## config.mk

```make
export PLATFORM = sky130hd
export DESIGN_NAME = fetch_sequencer
export DESIGN_NICKNAME = d
export VERILOG_FILES = /design/src/rtl/fetch_sequencer.sv
export SDC_FILE = /design/constraint.sdc
export NUM_CORES = 1
export LEC_CHECK = 0
export BUFFER_PORTS_ARGS = -buffer_cell sky130_fd_sc_hd__buf_4
export CORE_MARGIN = 2
export CORE_UTILIZATION = 40
export CTS_CLUSTER_SIZE = 16
export DETAILED_ROUTE_END_ITERATION = 8
export GPL_ROUTABILITY_DRIVEN = 0
export PLACE_DENSITY = 0.69
export SETUP_SLACK_MARGIN = 0.05
export SYNTH_ARGS = -nofsm -noshare
export SYNTH_HDL_FRONTEND = slang
export SYNTH_SLANG_ARGS = --single-unit
```

## constraint.sdc

```tcl
create_clock -name clk -period 1.6 [get_ports clk]
set_input_delay 0.16 -clock clk [delete_from_list [all_inputs] [get_ports clk]]
set_output_delay 0.16 -clock clk [all_outputs]
set_load 0.01 [all_outputs]
```

## src/rtl/fetch_sequencer.sv

```systemverilog
// rtl/fetch_sequencer.sv - instruction-fetch front end with valid/ready issue, jumps and halt
module fetch_sequencer #(
    parameter int                ADDR_W      = 4,
    parameter int                INSN_W      = 8,
    parameter logic [INSN_W-1:0] HALT_OPCODE = 8'hFF
) (
    input  logic              clk,
    input  logic              rst,
    input  logic              i_run,
    output logic [ADDR_W-1:0] o_imem_addr,
    input  logic [INSN_W-1:0] i_imem_data,
    output logic [INSN_W-1:0] o_insn,
    output logic [ADDR_W-1:0] o_pc,
    output logic              o_insn_valid,
    input  logic              i_insn_ready,
    input  logic              i_jump_en,
    input  logic [ADDR_W-1:0] i_jump_addr,
    output logic              o_halted
);

    typedef enum logic [1:0] {
        IDLE  = 2'd0,
        FETCH = 2'd1,
        ISSUE = 2'd2,
        HALT  = 2'd3
    } state_t;

    state_t            r_state;
    state_t            w_state_next;
    logic [ADDR_W-1:0] r_pc;
    logic [INSN_W-1:0] r_insn;
    logic [ADDR_W-1:0] r_insn_pc;
    logic              r_valid;
    logic              r_halted;

    logic [ADDR_W-1:0] w_pc_next;
    logic [INSN_W-1:0] w_insn_next;
    logic [ADDR_W-1:0] w_insn_pc_next;
    logic              w_valid_next;
    logic              w_halted_next;
    logic              w_handshake;
    logic              w_is_halt;

    assign w_handshake = r_valid & i_insn_ready;
    assign w_is_halt   = (i_imem_data == HALT_OPCODE);

    always_ff @(posedge clk or posedge rst) begin
        if (rst) begin
            r_state <= IDLE;
        end else begin
            r_state <= w_state_next;
        end
    end

    always_comb begin
        w_state_next = r_state;
        case (r_state)
            IDLE:    if (i_run) w_state_next = FETCH;
            FETCH:   w_state_next = w_is_halt ? HALT : ISSUE;
            ISSUE:   if (w_handshake) w_state_next = FETCH;
            HALT:    if (i_run) w_state_next = FETCH;
            default: w_state_next = IDLE;
        endcase
    end

    // Next values of the registered outputs and PC; everything holds unless the state acts on it.
    always_comb begin
        w_pc_next      = r_pc;
        w_insn_next    = r_insn;
        w_insn_pc_next = r_insn_pc;
        w_valid_next   = r_valid;
        w_halted_next  = r_halted;
        case (r_state)
            FETCH: begin
                w_insn_next    = i_imem_data;
                w_insn_pc_next = r_pc;
                if (w_is_halt) begin
                    w_halted_next = 1'b1;
                end else begin
                    w_valid_next = 1'b1;
                end
            end
            ISSUE: begin
                if (w_handshake) begin
                    w_valid_next = 1'b0;
                    w_pc_next    = i_jump_en ? i_jump_addr : r_pc + ADDR_W'(1);
                end
            end
            HALT: begin
                if (i_run) begin
                    w_halted_next = 1'b0;
                    w_pc_next     = i_jump_en ? i_jump_addr : r_pc;
                end
            end
            default: ;
        endcase
    end

    always_ff @(posedge clk or posedge rst) begin
        if (rst) begin
            r_pc      <= '0;
            r_insn    <= '0;
            r_insn_pc <= '0;
            r_valid   <= 1'b0;
            r_halted  <= 1'b0;
        end else begin
            r_pc      <= w_pc_next;
            r_insn    <= w_insn_next;
            r_insn_pc <= w_insn_pc_next;
            r_valid   <= w_valid_next;
            r_halted  <= w_halted_next;
        end
    end

    assign o_imem_addr  = r_pc;
    assign o_insn       = r_insn;
    assign o_pc         = r_insn_pc;
    assign o_insn_valid = r_valid;
    assign o_halted     = r_halted;

endmodule

```

==> results_dict.tcl <==
set metrics [dict create \
    status "complete, no violations" \
    drive_above_1_share_pct 58.5 \
    synth_nets 102 \
    clk_latency_ns 0.29 \
    hp-class "in -> reg" \
    postSynthCellCount 80 \
    p_switching_uw 1000 \
    critPathArrivalTime_ns 1.69 \
    path_clk_slew_ns 0.11 \
    dr.pass1.iters 4 \
    die_y_um 53.8 \
    grt_setup_unrepaired "true" \
    critPathRequiredTime_ns 1.78 \
    layout_commonest_cell "buf_4" \
    antenna_found_initial 0 \
    htree_levels 1 \
    postSynthAreaPerCell_um2 12.4 \
    power_frac_clock_pct 8.2 \
    maxSlewViolCount 0 \
    cts_tree "built" \
    syn_to_final_growth_pct 42.9 \
    p_comb_share_pct 56.8 \
    fp.coreArea_um2 2410 \
    overflow 0 \
    cts_buffers 3 \
    endpoint_kind "flop" \
    layout_min_cycle_time_ns 1.50 \
    syn_area_um2 992 \
    drt.antenna.violating_nets 0 \
    dp_hpwl_mm 1.62 \
    num_rows 18 \
    worstSetupPathType "reg -> reg" \
    internal-power_uw 1790 \
    final-instance-count-excl-fill 153 \
    ys_warn_count 0 \
    ios 35 \
    ir_drop_uv 1010 \
    drcViolationCount 0 \
    power_leakage_uw 0.000631 \
    drtIter0Drc 7 \
    crit_fanout 8 \
    max_freq_mhz 665 \
    maxCapViolations 0 \
    fin_tns_setup_ns 0 \
    vias 801 \
    postSynthRegisterBits 20 \
    hold_violations 0 \
    fin_crit_sh_pct 93.9 \
    synth_top_flop_cell "dfrtp_1" \
    clock_path_buffers 2 \
    port_buffers 34 \
    cts.sinks 20 \
    seqCellArea_um2 502 \
    slew_headroom_pct 74.3 \
    power_per_cell_area_nw_per_um2 1970 \
    ys_types 29 \
    routed_wirelength_mm 2.08 \
    antenna_cells 0 \
    grt_max_degree 21 \
    tightest_slew_ns 0.384 \
    die_width_um 53.8 \
    mostFrequentLayoutCells "buf_4, dfrtp_1, mux2_2" \
    nets 147 \
    async_flop_share_pct 100 \
    grt_pass1_wl_mm 3.47 \
    first_global_vias 808 \
    via_per_inst 5.24 \
    ys_seq_area_share_pct 50.4 \
    finalSetupViolations 0 \
    power.share.switching_pct 35.8 \
    seqPwrFrac_pct 35.0 \
    initial_utilization_pct 41.2 \
    worst_setup_path_start_kind "flop" \
    dp.cells 147 \
    cts_root_buf "clkbuf_4" \
    multi_input_area_um2 523 \
    fillers 204 \
    die_area_um2 2890 \
    fin_skew_ns 0.00319 \
    synth_enable_flop_cells 0 \
    routedWlPerCell_um 13.6 \
    grtUsageTotal_pct 16.6 \
]
path summary, 6_finish.rpt:
| path | startpoint | to | slack (ns) | depth (start not counted) |
|---|---|---|---|---|
| min in group asynchronous | rst | o_insn[5] | 0.45 | 4 |
| hold / removal | i_imem_data[1] | o_insn[1] | 0.11 | 2 |
| hold reg to reg | o_pc[1] | o_pc[1] | 0.52 | 1 |
| max in group asynchronous | rst | r_state[1] | 0.92 | 4 |
| setup / recovery | r_state[1] | o_imem_addr[1] | 0.1 | 4 |
| setup reg to reg | r_state[1] | o_imem_addr[1] | 0.1 | 4 |
worst max-delay path: stages (launching register included):
cell and delay, ns:
dfrtp_2 0.45, ha_4 0.20, nor2_4 0.15, mux2_2 0.34, mux2_2 0.26
metrics by stage:
step / worst slack [ns] / total power [µW] / hold slack [ns] / cell area [µm²] / utilization (%)
final: 0.0968 / 2790 / 0.111 / 1420 / 58.8
after global routing: 0.0495 / 3020 / 0.0952 / 1420 / 58.8
after CTS: 0.0557 / 2690 / 0.101 / 1360 / 56.3
after detailed placement: 0.0674 / 2450 / 0.211 / 1320 / 54.9
after global placement: 0.0939 / 2410 / 0.207 / 1320 / 54.9
after floorplan: 0.0972 / 1830 / 0.124 / 1000 / -
logic make-up (layout without fill, tap and decap cells):
kind of cell / count (synthesis) / count (layout) / synth area share [%]
simple gates: 18 / 18 / 10.5
mux: 17 / 17 / 19.2
buf+inv: 6 / 49 / 2.39
compound gates: 14 / 14 / 11.2
flops: 20 / 20 / 50.4
fa+ha+maj: 5 / 5 / 6.31
state kept, by name, indices dropped and copies added, names as in the netlist:
signal,flops
o_pc,4
o_imem_addr,4
o_insn_valid,1
r_state,2
o_insn,8
o_halted,1
metal layers:
layer  global-route usage [%]  routed length [µm]  part of all wire (%)
met1                     21.3                 916                    44
met2                     25.8                1020                    49
met3                     5.00                 123                   5.9
met4                     7.26                  19                  0.91
met5                        0                   0                     0
area by class of cell:
type,instances,share of cell area (%)
inverter,4,1.06
timing repair buffer,42,22.4
clock buffer,3,1.59
multi-input combinational,54,36.9
tap,30,2.65
sequential,20,35.4
power by group through the flow:
stage | clock network (µW) | logic (µW) | registers [µW]
finish | 228 | 1590 | 977
global route | 260 | 1740 | 1020
CTS | 241 | 1490 | 956
detailed placement | 0 | 1490 | 962
global placement | 0 | 1460 | 953
floorplan | 0 | 791 | 1040
synth_stat cells (2+ instances only):
library cell	count	share of area (%)
a21boi_2	2	2.3
a2bb2oi_1	2	1.8
dfrtp_1	20	50
ha_1	5	6.3
inv_1	4	1.5
mux2_2	16	18
nand2_1	4	1.5
nand3_1	2	1.0
nand4_1	2	1.3
nor2_1	2	0.76
o21ai_0	2	1.0
or3_1	2	1.3
what timing repair did:
item                       in CTS  in global routing
hold buffers                    1                  0
hold endpoints to repair       20                  0
resized for setup               0                  9
setup buffers                   0                  2
setup endpoints to repair       0                  5
Power figures use the tool's default switching activity.
